File: src/rtl/fir_pkg.sv
// Shared types for the FIR capture path: FSM states, default sizes, signed sample type.
// No logic, no latency; no flow control.
package fir_pkg;

  localparam int SAMPLE_W  = 16;
  localparam int CAP_DEPTH = 32;

  typedef logic signed [SAMPLE_W-1:0] sample_t;

  typedef enum logic [1:0] {
    IDLE    = 2'd0,
    ARMED   = 2'd1,
    CAPTURE = 2'd2,
    DONE    = 2'd3
  } cap_state_e;

endpackage

File: src/rtl/capture_ram.sv
// Simple dual-port DEPTH x N RAM; 1-cycle synchronous read-first read, only the read register resets.
// No backpressure: a write and a read are accepted every cycle.
module capture_ram #(
  parameter int N     = 16,
  parameter int DEPTH = 32,
  parameter int AW    = 5
) (
  input  logic          clk,
  input  logic          reset,
  input  logic          we,
  input  logic [AW-1:0] waddr,
  input  logic [N-1:0]  wdata,
  input  logic          re,
  input  logic [AW-1:0] raddr,
  output logic [N-1:0]  rdata
);

  logic [N-1:0] mem_q [DEPTH];
  logic [N-1:0] rdata_q;

  always_ff @(posedge clk) begin
    if (we) mem_q[waddr] <= wdata;
  end

  // Storage is never cleared so a capture survives reset for offload.
  always_ff @(posedge clk) begin
    if (reset)   rdata_q <= '0;
    else if (re) rdata_q <= mem_q[raddr];
  end

  assign rdata = rdata_q;

endmodule

File: src/rtl/fir_capture_buffer.sv
// Captures DEPTH filtered samples after an optional signed level trigger; 1-cycle readback, no backpressure
// (samples after the window fills are dropped). CAPTURE_PEAK_EN adds signed min/max tracking.
module fir_capture_buffer
  import fir_pkg::*;
#(
  parameter int N     = SAMPLE_W,
  parameter int DEPTH = CAP_DEPTH,
  parameter int AW    = $clog2(DEPTH)
) (
  input  logic          clk,
  input  logic          reset,
  input  logic [N-1:0]  data_in,
  input  logic          sample_valid,
  input  logic          start,
  input  logic          trig_en,
  input  logic [N-1:0]  trig_level,
  input  logic          rd_en,
  input  logic [AW-1:0] rd_addr,
  output logic [N-1:0]  rd_data,
  output logic          rd_valid,
  output logic          busy,
  output logic          done,
  output logic [AW:0]   count,
  output logic [N-1:0]  peak_max,
  output logic [N-1:0]  peak_min
);

  cap_state_e          state_q, state_d;
  logic [AW-1:0]       wr_ptr_q, wr_ptr_d;
  logic [AW:0]         count_q, count_d;
  logic signed [N-1:0] level_q, level_d;
  logic                rd_valid_q;
  logic                we;
  logic                arm_clr;
  logic                last_wr;

  assign last_wr = (count_q == (AW+1)'(DEPTH-1));

  always_comb begin
    state_d  = state_q;
    wr_ptr_d = wr_ptr_q;
    count_d  = count_q;
    level_d  = level_q;
    we       = 1'b0;
    arm_clr  = 1'b0;
    case (state_q)
      IDLE, DONE: begin
        if (start) begin
          arm_clr  = 1'b1;
          wr_ptr_d = '0;
          count_d  = '0;
          level_d  = $signed(trig_level);
          state_d  = trig_en ? ARMED : CAPTURE;
        end
      end
      // The trigger sample lands at address 0 because wr_ptr was cleared on start.
      ARMED: begin
        if (sample_valid && ($signed(data_in) >= level_q)) begin
          we      = 1'b1;
          state_d = last_wr ? DONE : CAPTURE;
        end
      end
      CAPTURE: begin
        if (sample_valid) begin
          we      = 1'b1;
          state_d = last_wr ? DONE : CAPTURE;
        end
      end
      default: state_d = IDLE;
    endcase
    if (we) begin
      wr_ptr_d = wr_ptr_q + 1'b1;
      count_d  = count_q + 1'b1;
    end
  end

  always_ff @(posedge clk) begin
    if (reset) begin
      state_q    <= IDLE;
      wr_ptr_q   <= '0;
      count_q    <= '0;
      level_q    <= '0;
      rd_valid_q <= 1'b0;
    end else begin
      state_q    <= state_d;
      wr_ptr_q   <= wr_ptr_d;
      count_q    <= count_d;
      level_q    <= level_d;
      rd_valid_q <= rd_en;
    end
  end

  capture_ram #(
    .N     (N),
    .DEPTH (DEPTH),
    .AW    (AW)
  ) u_ram (
    .clk   (clk),
    .reset (reset),
    .we    (we && !reset),
    .waddr (wr_ptr_q),
    .wdata (data_in),
    .re    (rd_en),
    .raddr (rd_addr),
    .rdata (rd_data)
  );

`ifdef CAPTURE_PEAK_EN
  logic signed [N-1:0] pmax_q, pmin_q;

  // First stored sample of a capture seeds both extremes.
  always_ff @(posedge clk) begin
    if (reset || arm_clr) begin
      pmax_q <= '0;
      pmin_q <= '0;
    end else if (we) begin
      if ((count_q == '0) || ($signed(data_in) > pmax_q)) pmax_q <= $signed(data_in);
      if ((count_q == '0) || ($signed(data_in) < pmin_q)) pmin_q <= $signed(data_in);
    end
  end

  assign peak_max = pmax_q;
  assign peak_min = pmin_q;
`else
  assign peak_max = '0;
  assign peak_min = '0;
`endif

  assign rd_valid = rd_valid_q;
  assign busy     = (state_q == ARMED) || (state_q == CAPTURE);
  assign done     = (state_q == DONE);
  assign count    = count_q;

endmodule

File: config.mk
export PLATFORM = sky130hd
export DESIGN_NAME = fir_capture_buffer
export DESIGN_NICKNAME = d
export VERILOG_FILES = /design/src/rtl/fir_pkg.sv /design/src/rtl/capture_ram.sv /design/src/rtl/fir_capture_buffer.sv
export SDC_FILE = /design/constraint.sdc
export NUM_CORES = 1
export LEC_CHECK = 0
export BUFFER_PORTS_ARGS = -buffer_cell sky130_fd_sc_hd__buf_4
export CORE_ASPECT_RATIO = 0.75
export CORE_MARGIN = 4
export CORE_UTILIZATION = 40
export CTS_CLUSTER_DIAMETER = 40
export DETAILED_ROUTE_END_ITERATION = 16
export GPL_ROUTABILITY_DRIVEN = 0
export PLACE_DENSITY_LB_ADDON = 0.2
export SETUP_SLACK_MARGIN = 0.1
export SLEW_MARGIN = 20
export SYNTH_ARGS = -nofsm -noshare
export SYNTH_HDL_FRONTEND = slang
export SYNTH_SLANG_ARGS = --single-unit
File: constraint.sdc
create_clock -name clk -period 4.7 [get_ports clk]
set_input_delay 0.47 -clock clk [delete_from_list [all_inputs] [get_ports clk]]
set_output_delay 0.47 -clock clk [all_outputs]
set_load 0.1 [all_outputs]
# [Word level (Yosys, flattened, before mapping)]
# Memories as Yosys holds them, arrays and structs flattened. A register that Yosys moved wholly into a read port is not among the register bits.
# Index checks and enable logic that the tools add are counted.
[totals] ff_bits=30 latchBits=0 ramBits=512 mem_bits_ro=0 input_bits=43 output_inout_bits=57 wordCells=44 n_memories=1
[op_classes] n_addsub=2 n_mul=0 n_div=0 magnitude_cmp=1 eq_ne=7 shifts=0 mux=17 bitwise=0 reduce_logical=11
[mem_list] name="u_ram.mem_q" depth=32 width=16 read_ports=1 rd_ports_with_merged_regs=1 write_ports=1 line_no="capture_ram.sv:18" rtl="logic [N-1:0] mem_q [DEPTH];"
[ops] op="$mux W6" count=3
[ops] op="$ge A16 B16 Y1" count=1
[ops] op="$mux W5" count=3
[ops] op="$mux W2" count=4
[ops] op="$add A6 B1 Y6 const B" count=1
[ops] op="$eq A6 B5 Y1 const B" count=1
[ops] op="$ne A2 B2 Y1 const B" count=3
[ops] op="$pmux W2 S3" count=1
[ops] op="$add A5 B1 Y5 const B" count=1
[ops] op="$mux W1" count=5
[ops] op="$eq A2 B2 Y1 const B" count=2
[ops] op="$reduce_and A2 Y1" count=2
[ops] op="$reduce_bool A2 Y1" count=2
[ops] op="$reduce_and A3 Y1" count=1
[ops] op="$eq A2 B1 Y1 const B" count=1
[ops] op="$logic_and A1 B1 Y1" count=2
[ops] op="$logic_not A2 Y1" count=1
[ops] op="$pmux W1 S2" count=1
[ops] op="$reduce_or A2 Y1" count=1
[ops] op="$logic_not A1 Y1" count=1
[ops] op="$logic_or A1 B1 Y1" count=1

# [Depth between registers and ports, before layout]
# Gate-level depths: netlist of run 1.
[depth] word_depth=7 depth_mapped=11 depth_no_buf=9

# [By module]
# A second synthesis of run 1 with hierarchy kept.
[hier_totals] cells_unflattened=1415 area_unflattened_um2=22683.0
[modules_own_cells] mod="capture_ram" n_inst=1 cells_each=1146 area_each_um2=20538.4 seq_area_each_um2=15695.1
[modules_own_cells] mod="fir_capture_buffer" n_inst=1 cells_each=269 area_each_um2=2144.6 seq_area_each_um2=600.6

# [Worst setup path before layout of run 1]
# Ideal clock, no wire load.
[synth_path] path_kind="input port to flip-flop" start="in data_in[15]" end="mem u_ram.mem_q[28][0] (enable)" setup_ns=0.388 t_arrival_ns=3.132 required_ns=4.312 setup_slack_ns=1.179 cell_stages=9 path_buffers=1 path_cell_list="ha_1 > nand4_1 > nor4_2 > a21bo_2 > nand4_2 > nand3_4 > or3b_2 > buf_2 > nor2_1"
[synth_via] elab_chain_cells=7
[synth_lines] item="start, declared" line_no="fir_capture_buffer.sv:12" rtl="input logic [N-1:0] data_in,"
[synth_lines] item="$ge A16 B16 Y1" line_no="fir_capture_buffer.sv:58" rtl="if (sample_valid && ($signed(data_in) >= level_q)) begin"
[synth_lines] item="$logic_and A1 B1 Y1" line_no="fir_capture_buffer.sv:58"
[synth_lines] item="$mux W1" line_no="fir_capture_buffer.sv:58"
[synth_lines] item="$pmux W1 S2" line_no="fir_capture_buffer.sv:46" rtl="case (state_q)"
[synth_lines] item="$logic_and A1 B1 Y1" line_no="fir_capture_buffer.sv:100" rtl=".we (we && !reset),"
[synth_lines] item="$mux W1" line_no="capture_ram.sv:22" rtl="if (we) mem_q[waddr] <= wdata;"
[synth_lines] item="$mux W1 (not written as such)" line_no="capture_ram.sv:22"
[synth_lines] item="end, declared" line_no="capture_ram.sv:18"
# Every way passes these cells.

# [Worst setup path after layout of run 1]
[layout_path] start="reg level_q[15]" end="mem u_ram.mem_q[8][15] (enable)"
[layout_via] elab_chain_cells=7
[layout_lines] item="start, declared" line_no="fir_capture_buffer.sv:31" rtl="logic signed [N-1:0] level_q, level_d;"
[layout_lines] item="start signal, assigned" line_no="fir_capture_buffer.sv:88" rtl="level_q <= level_d;"
[layout_lines] item="$ge A16 B16 Y1" line_no="fir_capture_buffer.sv:58"
[layout_lines] item="$logic_and A1 B1 Y1" line_no="fir_capture_buffer.sv:58"
[layout_lines] item="$mux W1" line_no="fir_capture_buffer.sv:58"
[layout_lines] item="$pmux W1 S2" line_no="fir_capture_buffer.sv:46"
[layout_lines] item="$logic_and A1 B1 Y1" line_no="fir_capture_buffer.sv:100"
[layout_lines] item="$mux W1" line_no="capture_ram.sv:22"
[layout_lines] item="$mux W1 (not written as such)" line_no="capture_ram.sv:22"
# Every way passes these cells.

==> results of run 1 <==
==> placed cells by master, fill, tap and decap left out, types with 4 or more instances in the layout <==
master	count
a211oi_1	16
a21o_1	5
a21oi_1	31
buf_12	4
buf_4	106
bufinv_16	4
clkbuf_1	13
clkbuf_16	59
clkbuf_8	4
clkinv_1	6
clkinv_2	8
clkinvlp_4	5
conb_1	32
dfxtp_1	46
edfxtp_1	512
ha_1	24
inv_1	24
inv_8	4
mux2i_1	17
mux4_2	160
nand2_1	45
nand3_1	15
nand4_1	5
nor2_1	25
nor2_2	32
o21ai_0	5
or2_2	5
or3b_2	9
==> worst register-to-register path, delay by kind of cell, from the launching register on <==
kind	cells	cell delay, ns
adder cells (fa/ha/maj)	1	0.39
AO/OA/AOI/OAI	1	0.30
flip-flops	1	0.33
buffers and inverters	2	0.36
AND/OR/NAND/NOR	6	2.02
==> cell type report <==
cell class              instances  area, um2
inverters                      24       90.1
clock inverters                32        309
well taps                     722        903
clock buffers                  75       1570
multi-input cells             454       5450
fillers                      4589      29100
repair buffers                112        901
flip-flops and latches        558      16300
==> flip-flops by register name, summed over array words and instances, names as in the netlist <==
| name | cells |
|---|---|
| u_ram.rdata | 16 |
| count | 6 |
| rd_valid | 1 |
| wr_ptr_q | 5 |
| state_q | 2 |
| u_ram.mem_q | 512 |
| level_q | 16 |
==> cells by family after synthesis <==
family | Yosys count | share of synthesized area, %
AOI/OAI and AO/OA | 68 | 1.97
xor gates and xnor gates | 1 | 0.0396
adders and majority gates | 24 | 1.36
buffers and inverters | 114 | 2.68
DFF | 558 | 73.6
muxes | 177 | 17.0
other | 1 | 0.0169
and+or+nand+nor | 152 | 3.31
==> Yosys cell counts <==
cell      count  area [um2]
buf_4        32         240
nand3b_1      3        22.5
or3b_2        9        78.8
or3_1         2        12.5
a31o_2        1        8.76
nor3b_1       1        7.51
dfxtp_1      46         921
a41oi_1       1        8.76
a21oi_1      31         155
mux2i_1      17         170
nor4_2        1        12.5
nand4_2       1        12.5
ha_1         24         300
and3_1        1        6.26
buf_1         3        11.3
xor2_1        1        8.76
a311o_1       1        10.0
nand3_4       1        17.5
nor2b_1       2        12.5
buf_8         2        30.0
a21bo_2       1        10.0
conb_1        1        3.75
buf_2        18        90.1
nor2_1       57         214
a211oi_1     16         120
o41ai_1       1        8.76
clkbuf_1     35         131
a21o_1        5        37.5
nand3_1      15        75.1
or2b_1        1        7.51
mux4_2      160        3600
o21ai_0       5        25.0
nand2_1      45         169
nand4_1       5        31.3
nand2b_1      1        6.26
or2_2         5        31.3
a31oi_1       2        12.5
o221a_2       2        22.5
or3b_1        1        8.76
a311oi_1      1        8.76
edfxtp_1    512       15400
inv_1        24        90.1
o21a_1        1        7.51
and2_1        1        6.26
==> through the flow <==
step / hold slack (ns) / cell area, um2
6_report: 0.127 / 25500
5_1_grt: 0.107 / 25500
4_1_cts: 0.0899 / 25500
3_5_place_dp: 0.451 / 23600
3_3_place_gp: 0.446 / 23600
2_1_floorplan: 0.436 / 22300
==> power by group through the flow <==
stage / Clock [uW] / Sequential, uW / Combinational [uW]
finish: 4500 / 5510 / 1090
global route: 4830 / 5510 / 1170
CTS: 4610 / 5510 / 1100
detailed placement: 0 / 5620 / 1090
global placement: 0 / 5620 / 1080
floorplan: 0 / 5710 / 691
==> path summary, 6_finish.rpt <==
check / start / end / slack [ns] / depth (start not counted)
setup / recovery: level_q[15] / u_ram.mem_q[8][15] / 0.96 / 10
hold / removal: trig_level[11] / level_q[11] / 0.13 / 3
setup reg to reg: level_q[15] / u_ram.mem_q[8][15] / 0.96 / 10
hold reg to reg: level_q[13] / level_q[13] / 0.46 / 2
==> layer usage <==
layer / share of wire [%] / up-vias
met5: 0 / -
met4: 1.3 / 0
met3: 7.1 / 58
met2: 44 / 366
met1: 48 / 5776
li1: - / 4621
==> metrics.md, run 1 <==
| Metric | Value |
|---|---|
| Outcome | complete, no violations |
| Unique cell type count in the Yosys netlist | 44 |
| Residual DRC | 0 |
| CP cell instances | inv_1 -> ha_1 -> nand4_1 -> nor4_2 -> a21bo_2 -> nand4_2 -> nand3_4 -> or3b_2 -> nor2_2 -> buf_4 |
| DR pass1 iterations | 5 |
| Crit-path slowest cell | or3b_2 |
| Sink Count | 558 |
| Avg Inst Size Synth | between 20 and 25 um2 |
| Dpl ws | 0.601 ns |
| Critical Path End Type | flop |
| M2 GR Usage | 25.3% |
| Starting density of the core | 40.5% |
| Psw | 2710 uW |
| Final min period | approximately 3.7 ns |
| Synthesis-to-finish area growth | 15.2% |
| Sequential-to-total area share from yosys stat | 73.6% |
| IO Count | 100 |
| Final WS setup | about 0.96 ns |
| Combinational share of power | 9.8% |
| NumNets Final | 1274 |
| # port buffers | 67 |
| Worst Tran Pin Value | around 1.0 ns |
| Critical Path RT | 4.97 ns |
| Hold bufs inserted after CTS | 0 |
| GRT Overall Usage | 17.5% |
| Vias in the first global route | approximately 11000 |
| Internal power | 8390 uW |
| RSZ-0062 raised after global routing | false |
| Flop pwr share | 49.6% |
| Die span in x | 280 um |
| Yosys warns | 0 |
| Sw Share | 24.4% |
| CTS Buf Count | 57 |
| Final WL | 51.6 mm |
| Fin. max-slew vios | 0 |
| Vias per inst | 5.47 |
| # resized after CTS | 0 |
| Pleak | 0.00820 uW |
| Placed cell count | 1870 |
| Critical Path AT | roughly 4.0 ns |
| Met1 usage | 27.9% |
| Final TNS setup | 0 ns |
| Non-Filler Instances | 1977 |
| Fmax | 267 MHz |
| CTS tree | yes |
| Cell family with most CP delay | simple AND/OR/NAND/NOR gates |
| Final Util | between 40% and 50% |
| Fin. Hold Viols | 0 |
| Mapped Area | 22100 um2 |
| M3 GR Usage | about 3.5% |
| Bufs and invs on worst path | 2 |
| Total power | 11100 uW |
| Clock buffer depth | 3 |
| Clock root buffer | clkbuf_16 |
| Slowest stage delay, CP | ~0.69 ns |
| First-pass GRT wire length | around 75 mm |
| Critical path class | flop to flop |
| Die area | 59200 um2 |
| Power per cell area | 435 nW/um2 |
| Final period util | 79.6% |
| WL per Instance | 26.1 um |
| Hold Crit Class | input port to flop |
| Normalized max-slew margin | 31.5% |
| H-Tree Level Count | 2 |
| Share of layout cells above drive strength 1 | 32.9% |
| Final HPWL DP | 31.3 mm |
| Max cap viols | 0 |
| First-iteration detailed-routing DRC count | 1258 |
| Clock skew | 0.0226 ns |
| Via count | 10800 |
| Final setup violating endpoints | 0 |
| Mapped Cells | 1095 |
| Top Usage Layer GRT | met1 |
| Worst vdd ir | 0.000298 V |
| Worst-Skew Late Latency | 0.59 ns |
| Die H | 212 um |
| Largest net degree at the start of global routing | between 80 and 90 |
| Number of antenna violations at the first check in global routing | 0 |
| Post-CTS Setup Bufs | 0 |
| Clock power share | 40.6% |
| GRT overflow | 0 |
| Synthesized flop and latch total | around 560 |
| CP startpoint kind | flop |
| # rows | 74 |
| N_diodes | 0 |
| Core Area | between 50000 and 60000 um2 |
| Clock transition at path regs | 0.06 ns |
| Final antenna-violating net count | 0 |
| Crit path max fanout | 25 |
(Power assumes the default switching activity.)
==> run 2: changes to the inputs <==
clock period = 3.45 ns   (was 4.7 ns; I/O delays follow)
==> run 2 against run 1 <==
  * Combinational power increased by 44%
  * Final cell count rose by 3.7%
  * Critical path depth is 1 higher
  * Sequential cell count did not move
  * Largest power group is now clock
  * Critical path type unchanged
  * Non-clock buffer count up 52
==> metrics.md, run 2 (synthesis results as in run 1) <==
| Metric | Value |
|---|---|
| Share of layout cells above drive strength 1 | 35.8% (+2.9 points) |
| Clock root buffer | clkbuf_16 |
| Final WL | 52.3 mm (+1.2%) |
| Final WS setup | 0.201 ns (-0.759 ns) |
| RSZ-0062 raised after global routing | true |
| Core Area | 54600 um2 (unchanged) |
| Final setup violating endpoints | 0 (unchanged) |
| Final period util | 94.2% (+15 points) |
| Worst Tran Pin Value | 0.797 ns (-0.227 ns) |
| Placed cell count | 1906 (+1.9%) |
| Capturing point of the worst reg2reg path | u_ram.mem_q[24][7] |
| Critical Path AT | 3.54 ns (-0.47 ns) |
| Crit path max fanout | 10 (-60%) |
| Vias per inst | 5.32 (-2.8%) |
| NumNets Final | 1340 (+5.2%) |
| CTS tree | yes |
| GRT Overall Usage | 18.0% (+0.51 points) |
| Hold Crit Class | input port to flop |
| Clock skew | 0.0297 ns (+0.00706 ns) |
| Critical Path RT | 3.74 ns (-1.23 ns) |
| # resized after CTS | 0 (unchanged) |
| Die H | 212 um (unchanged) |
| Hold path depth | 1 (-2) |
| Total power | 16800 uW (+51%) |
| Max cap viols | 0 (unchanged) |
| H-Tree Level Count | 3 (+1) |
| CTS Buf Count | 71 (+25%) |
| Power per cell area | 624 nW/um2 (+43%) |
| CP startpoint kind | flop |
| Synthesis-to-finish area growth | 21.4% |
| Non-Filler Instances | 2051 (+3.7%) |
| Normalized max-slew margin | 46.8% (+15 points) |
| Commonest non-fill, non-tap cell in the layout | edfxtp_1 |
| Final antenna-violating net count | 0 (unchanged) |
| Worst vdd ir | 0.000398 V (+33%) |
| Vias in the first global route | 11200 (+4.1%) |
| Die span in x | 280 um (unchanged) |
| Residual DRC | 0 (unchanged) |
| Starting density of the core | 40.5% (unchanged) |
| Worst Hold Launch | data_in[15] |
| Via count | 10900 (+0.83%) |
| WL per Instance | 25.5 um (-2.4%) |
| # port buffers | 67 (unchanged) |
| Critical Path End Type | flop |
| IO Count | 100 (unchanged) |
| Worst-Skew Late Latency | 0.60 ns (about the same) |
| Number of antenna violations at the first check in global routing | 1 (+1) |
| Fin. max-slew vios | 0 (unchanged) |
| Dpl ws | 0.100 ns (-0.501 ns) |
| Most frequent cells in the layout | edfxtp_1, mux4_2, buf_4, clkbuf_16, dfxtp_1 |
| Critical path class | flop to flop |
| Hold endpoint | u_ram.mem_q[14][15] |
| GRT overflow | 0 (unchanged) |
| Fmax | 308 MHz (+15%) |
| Outcome | complete, no violations |
| DR pass1 iterations | 6 (+1) |
| R2R Path Start | level_q[15] |
| Reg-to-reg slack, setup | 0.20 ns (-0.76 ns) |
| Fin. Hold Viols | 0 (unchanged) |
| Path depth of the worst reg2reg path | 11 (+1) |
| N_diodes | 0 (unchanged) |
| Largest net degree at the start of global routing | 49 (-40%) |
| # rows | 74 (unchanged) |
| # fillers | 4423 (-3.6%) |
| Hold slack final | 0.0435 ns (-0.0839 ns) |
| Die area | 59200 um2 (unchanged) |
| Final HPWL DP | 34.0 mm (+8.6%) |
| Pleak | 0.00881 uW (+7.5%) |
| Biggest register | u_ram.mem_q |
| Clock transition at path regs | 0.06 ns (about the same) |
| Final TNS setup | 0 ns (unchanged) |
| Sink Count | 558 (unchanged) |
| Final min period | 3.25 ns (-0.491 ns) |
| Max reg flops | 512 (unchanged) |
| Clock buffer depth | 3 (unchanged) |
| First-pass GRT wire length | 77.3 mm (+2.4%) |
| First-iteration detailed-routing DRC count | 918 (-27%) |
[run 2: cell types whose count changed in the layout (fill, tap and decap cells not counted), sizes merged]
cell,before,now
clkinv,16,20
dlygate4sd3,0,16
bufinv,4,10
clkinvlp,5,8
inv,31,34
buf,111,147
clkbuf,76,82
[run 2: timing repair]
item                                    4_1_cts  5_1_grt
setup buffers                                 0        0
hold endpoints to repair                     16        0
hold buffers                                 16        0
endpoints found under the setup margin        0      217
[run 2: metal layers]
metal	global-route usage, %	wire length, um	up-vias
li1	-	-	4786
met2	25.9	23000	359
met5	0	0	-
met4	4.26	947	0
met1	27.6	24600	5698
met3	4.85	3770	68
[run 2: area by class of cell]
cell class / count / area (um2) / area share [%]
sequential: 558 / 16300 / 60.6
multi-input combinational: 454 / 5450 / 20.3
clock buffer: 81 / 1920 / 7.15
timing repair buffer: 164 / 1640 / 6.12
tap: 722 / 903 / 3.36
clock inverter: 48 / 573 / 2.13
inverter: 24 / 90.1 / 0.335
[run 2: worst max-delay path, stage by stage, from the launching register on]
cell     delay (ns)
dfxtp_1        0.33
inv_1          0.05
ha_1           0.37
nand4_1        0.18
nor4_2         0.37
buf_4          0.17
a41oi_1        0.13
nand4_2        0.16
nand3_4        0.10
or3b_2         0.63
nor2_2         0.20
buf_4          0.24
[run 2: report_power, final]
group          internal [uW]  total [uW]  switching [uW]  leakage (uW)
registers               7460        7510            51.5       0.00498
clock network           4800        7690            2880       0.00120
logic                    507        1570            1070       0.00264
total                  12800       16800            4000       0.00881
[run 2: metrics by stage]
step | utilization [%] | area (um2)
after floorplan | - | 22300
after detailed placement | 44.3 | 24200
final | 49.2 | 26900
after CTS | 49.2 | 26900
after global routing | 49.2 | 26900
after global placement | 44.3 | 24200
[run 2: worst max-delay path by stage]
stage          slack, ns         from             endpoint  cells past startpoint
2_1_floorplan       0.05  data_in[15]   u_ram.mem_q[28][0]                      9
3_3_place_gp        0.16  data_in[15]  u_ram.mem_q[13][15]                     11
5_1_grt             0.05  level_q[15]  u_ram.mem_q[13][12]                     11
3_5_place_dp        0.10  data_in[15]  u_ram.mem_q[13][15]                     11
4_1_cts             0.24  level_q[15]   u_ram.mem_q[24][7]                     11
6_report            0.20  level_q[15]   u_ram.mem_q[24][7]                     11
